===== src/rtl/multi_signal_counter_pkg.sv =====
// Shared definitions for the multi-channel debounced event counter:
// per-channel FSM state encoding and the wrap/saturate mode constants.
package multi_signal_counter_pkg;

    typedef enum logic [1:0] {
        IDLE      = 2'd0,
        ARM       = 2'd1,
        INCREMENT = 2'd2,
        HOLD      = 2'd3
    } ch_state_e;

    localparam int WRAP = 0;
    localparam int SAT  = 1;

endpackage


===== src/rtl/signal_counter_ch.sv =====
// One channel: debounce FSM that qualifies high pulses of sig_i, plus the
// terminal-count counter with clear/enable priority and a one-cycle tc pulse.
module signal_counter_ch
    import multi_signal_counter_pkg::*;
#(
    parameter int W        = 4,
    parameter int DEBOUNCE = 1,
    parameter int LIMIT    = 2**W-1,
    parameter int SATURATE = WRAP
) (
    input  logic         pclk,
    input  logic         rst,
    input  logic         en_i,
    input  logic         sig_i,
    input  logic         clr_i,
    output logic [W-1:0] count_o,
    output logic         tc_o,
    output ch_state_e    state_o
);

    localparam logic [W-1:0] LIM           = W'(LIMIT);
    localparam logic [7:0]   DEB           = 8'(DEBOUNCE);
    localparam bit           HOLD_AT_LIMIT = (SATURATE == SAT);

    ch_state_e    state_q;
    logic [7:0]   deb_q;
    logic [W-1:0] count_q;
    logic [W-1:0] count_d;
    logic         tc_q;
    logic         tc_d;

    // Clear beats enable beats increment; an event that loses is simply dropped.
    always_comb begin
        count_d = count_q;
        tc_d    = 1'b0;
        if (clr_i) begin
            count_d = '0;
        end else if (state_q == INCREMENT && en_i) begin
            if (count_q < LIM) begin
                count_d = count_q + W'(1);
                tc_d    = (count_d == LIM);
            end else if (!HOLD_AT_LIMIT) begin
                count_d = '0;
            end
        end
    end

    // Reset parks in HOLD so a line already high is ignored until it drops.
    always_ff @(posedge pclk) begin
        if (!rst) begin
            state_q <= HOLD;
            deb_q   <= '0;
            count_q <= '0;
            tc_q    <= 1'b0;
        end else begin
            count_q <= count_d;
            tc_q    <= tc_d;
            case (state_q)
                IDLE: begin
                    if (sig_i) begin
                        if (DEB == 8'd1) begin
                            state_q <= INCREMENT;
                        end else begin
                            state_q <= ARM;
                            deb_q   <= 8'd1;
                        end
                    end
                end
                ARM: begin
                    if (!sig_i) begin
                        state_q <= IDLE;
                        deb_q   <= '0;
                    end else if (deb_q + 8'd1 == DEB) begin
                        state_q <= INCREMENT;
                        deb_q   <= '0;
                    end else begin
                        deb_q <= deb_q + 8'd1;
                    end
                end
                INCREMENT: state_q <= sig_i ? HOLD : IDLE;
                HOLD: begin
                    if (!sig_i) state_q <= IDLE;
                end
                default: state_q <= IDLE;
            endcase
        end
    end

    assign count_o = count_q;
    assign tc_o    = tc_q;
    assign state_o = state_q;

endmodule


===== src/rtl/multi_signal_counter.sv =====
// N independent debounced rising-event counters sharing one enable; counts are
// packed channel i at [i*W +: W], channel FSM states at [2*i +: 2] of dbg_state.
module multi_signal_counter
    import multi_signal_counter_pkg::*;
#(
    parameter int N        = 4,
    parameter int W        = 4,
    parameter int DEBOUNCE = 1,
    parameter int LIMIT    = 2**W-1,
    parameter int SATURATE = WRAP
) (
    input  logic           pclk,
    input  logic           rst,
    input  logic           en,
    input  logic [N-1:0]   signal,
    input  logic [N-1:0]   clr,
    output logic [N*W-1:0] count,
    output logic [N-1:0]   tc,
    output logic [2*N-1:0] dbg_state
);

    for (genvar i = 0; i < N; i++) begin : g_ch
        signal_counter_ch #(
            .W        (W),
            .DEBOUNCE (DEBOUNCE),
            .LIMIT    (LIMIT),
            .SATURATE (SATURATE)
        ) u_ch (
            .pclk    (pclk),
            .rst     (rst),
            .en_i    (en),
            .sig_i   (signal[i]),
            .clr_i   (clr[i]),
            .count_o (count[i*W +: W]),
            .tc_o    (tc[i]),
            .state_o (dbg_state[2*i +: 2])
        );
    end

endmodule


===== config.mk =====
export PLATFORM = sky130hd
export DESIGN_NAME = multi_signal_counter
export DESIGN_NICKNAME = d
export VERILOG_FILES = /design/src/rtl/multi_signal_counter_pkg.sv /design/src/rtl/signal_counter_ch.sv /design/src/rtl/multi_signal_counter.sv
export SDC_FILE = /design/constraint.sdc
export NUM_CORES = 1
export LEC_CHECK = 0
export ABC_AREA = 1
export CAP_MARGIN = 15
export CORE_MARGIN = 2
export CORE_UTILIZATION = 25
export CTS_CLUSTER_SIZE = 28
export DETAILED_ROUTE_END_ITERATION = 8
export GPL_TIMING_DRIVEN = 0
export PLACE_DENSITY = 0.41
export RECOVER_POWER = 50
export SETUP_SLACK_MARGIN = 0.15
export SLEW_MARGIN = 20
export SYNTH_ARGS = -nofsm -noshare
export SYNTH_HDL_FRONTEND = slang
export SYNTH_HIERARCHICAL = 1
export SYNTH_SLANG_ARGS = --single-unit

===== constraint.sdc =====
create_clock -name pclk -period 1.52 [get_ports pclk]
set_input_delay 0.228 -clock pclk [delete_from_list [all_inputs] [get_ports pclk]]
set_output_delay 0.228 -clock pclk [all_outputs]
set_load 0.05 [all_outputs]

# Word level (Yosys, flattened, before mapping)
# Cells that the tools add are included.
[totals]
regBits = 60
word_cells = 125
output_inout_bits = 28
[classes]
addsub = 8
bitwise_logic = 9
n_mux = 36
order_cmp = 4
n_reduce_logical = 20
eq_ne = 32
[ops]
columns = ["op", "n"]
rows = [
  ["8-bit 2-to-1 mux", 8],
  ["2-bit 2-to-1 mux", 20],
  ["8-bit by 1-bit adder with 8-bit output, second input constant", 4],
  ["8-bit by 1-bit == test with 1-bit output, second input constant", 4],
  ["2-bit one-hot mux with 4 select lines", 4],
  ["4-bit by 1-bit adder with 4-bit output, second input constant", 4],
  ["2-bit == test, second input constant", 8],
  ["4-bit == test, second input constant", 4],
  ["4-bit less-than comparator, second input constant", 4],
  ["4-bit 2-to-1 mux", 4],
  ["2-bit != test, second input constant", 8],
  ["4-bit OR reduction", 4],
  ["3-bit by 2-bit != test with 1-bit output, second input constant", 4],
  ["3-bit AND reduction", 4],
  ["1-bit inverter", 9],
  ["2-bit by 1-bit == test with 1-bit output, second input constant", 4],
  ["2-bit zero test", 4],
  ["2-bit OR reduction", 4],
  ["1-bit logical AND", 4],
]

# Longest topological paths before layout
# Gate-level depths: netlist of run 1.
[depth]
depth_word = 5
mapped_depth = 10

# Hierarchy
# Netlist of run 1, hierarchy kept.
[modules_own_cells]
columns = ["mod", "cells_each", "n_inst", "seq_area_each_um2", "area_each_um2"]
rows = [
  ["signal_counter_ch", 118, 4, 300.3, 869.6],
]

# Worst setup path after synthesis of run 1
# No wires, ideal clock.
[synth_path]
kind = "reg-to-reg"
startpoint = "register g_ch[0].u_ch.state_q[0]"
endpoint = "register g_ch[0].u_ch.deb_q[3]"
n_path_buf = 0
setup_slack_ps = 159
synth_period_minus_slack_ps = 1361
path_stages_with_launch = 7
t_arrival_ps = 1291
path_cell_list = "dfxtp_1 > inv_1 > nor2_1 > inv_2 > nor2_4 > nand3_1 > a21oi_1"
[synth_between]
elab_chain_cells = 1
[synth_rtl]
columns = ["element", "line_no", "rtl"]
rows = [
  ["start: declaration", "signal_counter_ch.sv:25", "ch_state_e state_q;"],
  ["start signal: assignment", "signal_counter_ch.sv:80", "INCREMENT: state_q <= sig_i ? HOLD : IDLE;"],
  ["2-bit by 1-bit == test with 1-bit output", "signal_counter_ch.sv:58", "case (state_q)"],
  ["end signal: assignment", "signal_counter_ch.sv:77", "deb_q <= deb_q + 8'd1;"],
  ["end: declaration", "signal_counter_ch.sv:26", "logic [7:0] deb_q;"],
]
# Every way passes these cells.
# A chain may end at the register's enable or synchronous reset.

# Worst setup path after layout of run 1
[layout_path]
startpoint = "register g_ch[2].u_ch.deb_q[1]"
endpoint = "register g_ch[2].u_ch.deb_q[1]"
[layout_between]
elab_chain_cells = 4
[layout_rtl]
columns = ["element", "line_no", "rtl"]
rows = [
  ["start: declaration", "signal_counter_ch.sv:26", ""],
  ["start signal: assignment", "signal_counter_ch.sv:77", ""],
  ["8-bit by 1-bit adder with 8-bit output *", "signal_counter_ch.sv:73, signal_counter_ch.sv:77", ""],
  ["8-bit by 1-bit == test with 1-bit output", "signal_counter_ch.sv:73", "end else if (deb_q + 8'd1 == DEB) begin"],
  ["8-bit 2-to-1 mux *", "signal_counter_ch.sv:73", ""],
  ["8-bit 2-to-1 mux *", "signal_counter_ch.sv:70", "if (!sig_i) begin"],
]
# Mark *: on every way between the ends. The rest lies on a longest branch, timed or not.

==> flow_summary.ini, run 1 <==
[layout]
final.fill_count = 1481
diodes = 0
postLayoutCoreUtil_pct = 33.0
multi_input_area_sq_um = 2110
drive_gt1_share_pct = 32.1
regArea_sq_um = 1230
layout.nets = 558
syn_to_final_growth_pct = 30.2

[worst_setup_path]
cp.arrival_ps = 1580
max_stage_delay_ps = 380
crit_chain = ha_4 > inv_2 > nand2_2 > nand2_2 > nor2_2 > nand3_2 > nor2_4 > nand2_4 > nand3_2 > a21oi_2
critPathKind = register to register
cp_slowest_cell = dfxtp_4
cp-start-kind = register
endpoint_kind = register
r2r_cells = 10
crit_fanout = 6
worstPathRequired_ps = 1720

[synthesis]
netlist.top_cell.by_area = dfxtp_1
ys_warn_count = 6
synthTopCellsByArea = dfxtp_1, nand2_1, inv_1
yosysMostFrequentCell = nand2_1
synthesis.area_sq_um = 3480
synthTopCellsByCount = nand2_1, dfxtp_1, inv_1
synth_cells = 472
synth-edff-count = 0
synthDominantCellAreaShare_pct = 34.5
synth_cell_types = 22
yosysSeqAreaShare_pct = 34.5
ys_seq_elements = 60
synth-main-ff-cell = dfxtp_1
synth_nets = 499
synth.avg_cell_area_sq_um = 7.37
async_reset_ff_share_pct = 0

[sta]
hold_violations = 0
hold_ws_ps = 370
rsz0062_at_grt = true
setup_ws_ps = 147
min_period_over_period_pct = 90.3
maxSlewHeadroom_pct = 57.3
worst_pin_slew_ps = 643
setup-tns-final_ps = 0
timing.fmax_mhz = 728
fin_crit_ps = 1370
skew_ps = 4.60
finalSetupViolations = 0
drv_slew = 0

[clock_network]
cts-root-buf = clkbuf_16
cts_made_buffers = 9
clock_latency_ps = 330
cts_tree = done
h-tree-depth = 3
clkSlewWorstSetupHoldPaths_ps = 60
cts_buffer_depth = 2
cts_hold_buf = 0
clock_sinks = 60

[floorplan]
start_util_pct = 25.4
fp.dieH_um = 122
core-area_sq_um = 13700
dieArea_sq_um = 14900
rows = 43
ios = 39
die_w_um = 122

[pwr]
combPwrFrac_pct = 6.8
power.density_nw_per_um2 = 874
power.switching_w = 0.000957
p_leak_nw = 1.86
pwr-share-clk_pct = 52.7
p_int_w = 0.00300
ir_drop_mv = 0.476
p_seq_share_pct = 40.5
netSwitchingFraction_pct = 24.2

[run_status]
outcome = finished, final reports clean

[detailed_routing]
drt_iter0_markers = 136
ant_nets = 0
vias_per_cell = 4.34
post-route-drc-count = 0
wl_per_cell_um = 11.6
via_count = 3106
wl_mm = 8.29
drt_pre_antenna_iters = 4

[global_routing]
track_usage_pct = 11.6
gr-total-overflow = 0
grt_pass1_wl_mm = 13.3
grt_pass1_vias = 2831
grt_max_degree = 13
antenna_found_initial = 0

[placed_design]
post-dp-hpwl_mm = 5.80
io_buffers = 38
place_ws_ps = -595
gp_congestion = 0.786

[worst_hold_path]
hp-class = input port to register
hold_depth = 2

[run]
drv_cap = 0
sequential cells by signal (all words and copies together), names as in the netlist:
register / cells
g_ch.u_ch/deb_q: 32
g_ch.u_ch/count_o: 16
g_ch.u_ch/state_o: 8
g_ch.u_ch/tc_o: 4
through the flow:
step / power (W) / std cells / instance area [sq um]
CTS: 0.00404 / 706 / 4450
finish: 0.00396 / 716 / 4530
floorplan: 0.00182 / 472 / 3480
detailed placement: 0.00194 / 690 / 4080
global route: 0.00411 / 716 / 4530
global placement: 0.00193 / 690 / 4080
per-layer routing:
metal	vias to the layer above	track usage, %	share of wire [%]
met1	1400	14.7	48
li1	1651	-	-
met4	0	5.60	1.8
met5	-	0	0
met2	45	18.5	46
met3	10	2.57	4.0
power by group through the flow:
stage / Sequential, W / Clock [W] / Combinational [W]
after floorplan: 0.00172 / 0 / 0.0000986
after global placement: 0.00165 / 0 / 0.000284
after detailed placement: 0.00165 / 0 / 0.000285
after CTS: 0.00160 / 0.00216 / 0.000276
after global routing: 0.00161 / 0.00221 / 0.000292
final: 0.00160 / 0.00208 / 0.000269
worst max-delay path, delay by kind of cell (launching register included):
| kind | cells | cell delay, ps |
|---|---|---|
| AND/OR/NAND/NOR | 7 | 590 |
| flip-flops | 1 | 380 |
| adder cells (fa/ha/maj) | 1 | 180 |
| buffers and inverters | 1 | 40 |
| AO/OA/AOI/OAI | 1 | 40 |
what timing repair did:
item	CTS	global route
pin swaps	1	27
buffers inserted	0	10
gates resized for setup	125	58
setup endpoints to repair	66	31
worst paths after layout:
path,from,end,slack [ps]
hold reg to reg,g_ch[1].u_ch/deb_q[7],g_ch[1].u_ch/deb_q[7],480
hold / removal,rst,g_ch[1].u_ch/state_o[1],370
setup / recovery,g_ch[2].u_ch/deb_q[1],g_ch[2].u_ch/deb_q[1],150
setup reg to reg,g_ch[2].u_ch/deb_q[1],g_ch[2].u_ch/deb_q[1],150
layout make-up:
type | count | share of cell area (%)
buffer | 4 | 0.746
clock buffer | 11 | 5.58
sequential | 60 | 27.3
timing repair buffer | 48 | 7.82
multi-input combinational | 336 | 46.5
tap | 180 | 4.97
inverter | 72 | 5.97
clock inverter | 5 | 1.11
kinds of logic after synthesis:
logic type | synth area share (%)
AO/OA/AOI/OAI | 13.1
flip-flops | 34.5
adder cells (fa/ha/maj) | 5.76
buffers and inverters | 8.63
XOR/XNOR | 2.01
AND/OR/NAND/NOR | 36.0
placed cells by master, fill, tap and decap left out, drive strengths merged, types with 7 or more instances in the layout:
cell type / Yosys / final
a21oi: 52 / 52
ha: 16 / 16
nand4: 16 / 16
inv: 68 / 68
o21ai: 24 / 24
xnor2: 8 / 8
buf: 4 / 19
dfxtp: 60 / 60
nand3: 44 / 44
clkinv: 4 / 8
nand2: 132 / 132
clkdlybuf4s50: 0 / 8
clkdlybuf4s15: 0 / 7
clkbuf: 0 / 28
nor2: 36 / 36
Power figures use the tool's default switching activity.
==> run 2, diff against run 1 <==
- CORE_UTILIZATION: 25 -> 50
- PLACE_DENSITY: 0.41 -> 0.71
==> flow_summary.ini, run 2 (synthesized netlist as in run 1, its figures left out) <==
[run_status]
outcome = finished, final reports clean

[run]
drv_cap = 0

[layout]
drive_gt1_share_pct = 32.4
regArea_sq_um = 1230
largest_reg_flops = 32
final.fill_count = 585
diodes = 0
layout.nets = 556
multi_input_area_sq_um = 2100
final_cell_mix = nand2_1, inv_1, dfxtp_1
mostFrequentLayoutCell = nand2_1
top_register = g_ch.u_ch/deb_q
syn_to_final_growth_pct = 24.7

[worst_setup_path]
endpoint = g_ch[0].u_ch/deb_q[1]
r2r_cells = 10
r2r_start = g_ch[0].u_ch/deb_q[0]
cp-start-kind = register
reg2reg_to = g_ch[0].u_ch/deb_q[1]
crit_start = g_ch[0].u_ch/deb_q[0]
cp.arrival_ps = 1610
crit_fanout = 6
reg2reg_setup_slack_ps = 140
endpoint_kind = register
worstPathRequired_ps = 1750
critPathKind = register to register

[detailed_routing]
vias_per_cell = 5.16
wl_per_cell_um = 12.5
drt_pre_antenna_iters = 4
ant_nets = 0
via_count = 3170
wl_mm = 7.70
drt_iter0_markers = 87
post-route-drc-count = 0

[global_routing]
antenna_found_initial = 0
grt_pass1_wl_mm = 12.4
track_usage_pct = 20.4
grt_pass1_vias = 2848
gr-total-overflow = 0
grt_max_degree = 13

[sta]
setup_ws_ps = 139
timing.fmax_mhz = 724
drv_slew = 0
worst_pin_slew_ps = 607
rsz0062_at_grt = true
fin_crit_ps = 1380
skew_ps = 8.82
hold_violations = 0
min_period_over_period_pct = 90.8
finalSetupViolations = 0
maxSlewHeadroom_pct = 59.7

[clock_network]
cts_tree = done
clock_latency_ps = 340
clock_sinks = 60
clkSlewWorstSetupHoldPaths_ps = 70
cts_made_buffers = 9
cts_hold_buf = 0
cts_buffer_depth = 2
cts-root-buf = clkbuf_8
h-tree-depth = 3

[floorplan]
rows = 30
dieArea_sq_um = 7640
core-area_sq_um = 6760
fp.dieH_um = 87.4
die_w_um = 87.4
ios = 39
start_util_pct = 51.5

[worst_hold_path]
worstHoldStart = rst
hp-class = input port to register

[placed_design]
post-dp-hpwl_mm = 5.19
place_ws_ps = -622
io_buffers = 38
gp_congestion = 0.845

[pwr]
combPwrFrac_pct = 7.1
ir_drop_mv = 0.540
p_seq_share_pct = 43.4
report.power.total_w = 0.00368
power.switching_w = 0.000853
p_leak_nw = 1.85
pwr-share-clk_pct = 49.5
p_int_w = 0.00283
power.density_nw_per_um2 = 849
netSwitchingFraction_pct = 23.2
[run 2: area by class of cell]
class / count / share of cell area, %
Multi-Input combinational cell: 336 / 48.4
Sequential cell: 60 / 28.5
Timing Repair Buffer: 46 / 8.05
Inverter: 72 / 6.23
Clock buffer: 12 / 3.58
Tap cell: 80 / 2.31
Clock inverter: 4 / 2.19
Buffer: 4 / 0.779
[run 2: timing repair]
item | 4_1_cts | 5_1_grt
pin swaps | 0 | 23
setup endpoints to repair | 65 | 29
resized for setup | 133 | 49
setup buffers | 0 | 8
[run 2: how the worst min path moves through the flow]
stage / endpoint / depth (start not counted)
3_3_place_gp: g_ch[2].u_ch/deb_q[7] / 2
3_5_place_dp: g_ch[3].u_ch/deb_q[7] / 2
5_1_grt: g_ch[0].u_ch/state_o[1] / 2
2_1_floorplan: g_ch[0].u_ch/state_o[1] / 1
4_1_cts: g_ch[0].u_ch/state_o[1] / 2
6_report: g_ch[0].u_ch/state_o[1] / 2
[run 2: per-stage QoR]
step | util (%) | std cells | area, sq um | hold WS [ps] | TNS (ps)
finish | 64.2 | 614 | 4340 | 379 | 0
global placement | 58.6 | 590 | 3960 | 463 | -11550
CTS | 63.2 | 606 | 4270 | 371 | 0
global route | 64.2 | 614 | 4340 | 392 | 0
detailed placement | 58.6 | 590 | 3960 | 468 | -12540
floorplan | - | 472 | 3480 | 287 | 0
[run 2: metal layers]
layer	up-vias	GRT usage (%)	share of wire, %	wire, um
met5	-	0	0	0
li1	1645	-	-	-
met1	1474	25.5	45	3450
met4	0	7.69	1.4	104
met2	42	34.0	51	3920
met3	9	4.45	3.0	233
[run 2: power by group through the flow]
| stage | clock (W) | combinational (W) | sequential [W] |
|---|---|---|---|
| floorplan | 0 | 0.0000986 | 0.00172 |
| global placement | 0 | 0.000274 | 0.00165 |
| detailed placement | 0 | 0.000276 | 0.00165 |
| CTS | 0.00186 | 0.000268 | 0.00160 |
| global route | 0.00195 | 0.000283 | 0.00160 |
| finish | 0.00182 | 0.000262 | 0.00160 |
[run 2: worst max-delay path, stage by stage (launching register included)]
cell and delay [ps]:
dfxtp_4 390, ha_4 170, inv_2 40, nand2_2 50
nand2_2 70, nor2_4 120, nand3_2 90, nor2_4 150
nand2_4 70, nand3_2 70, a21oi_2 50
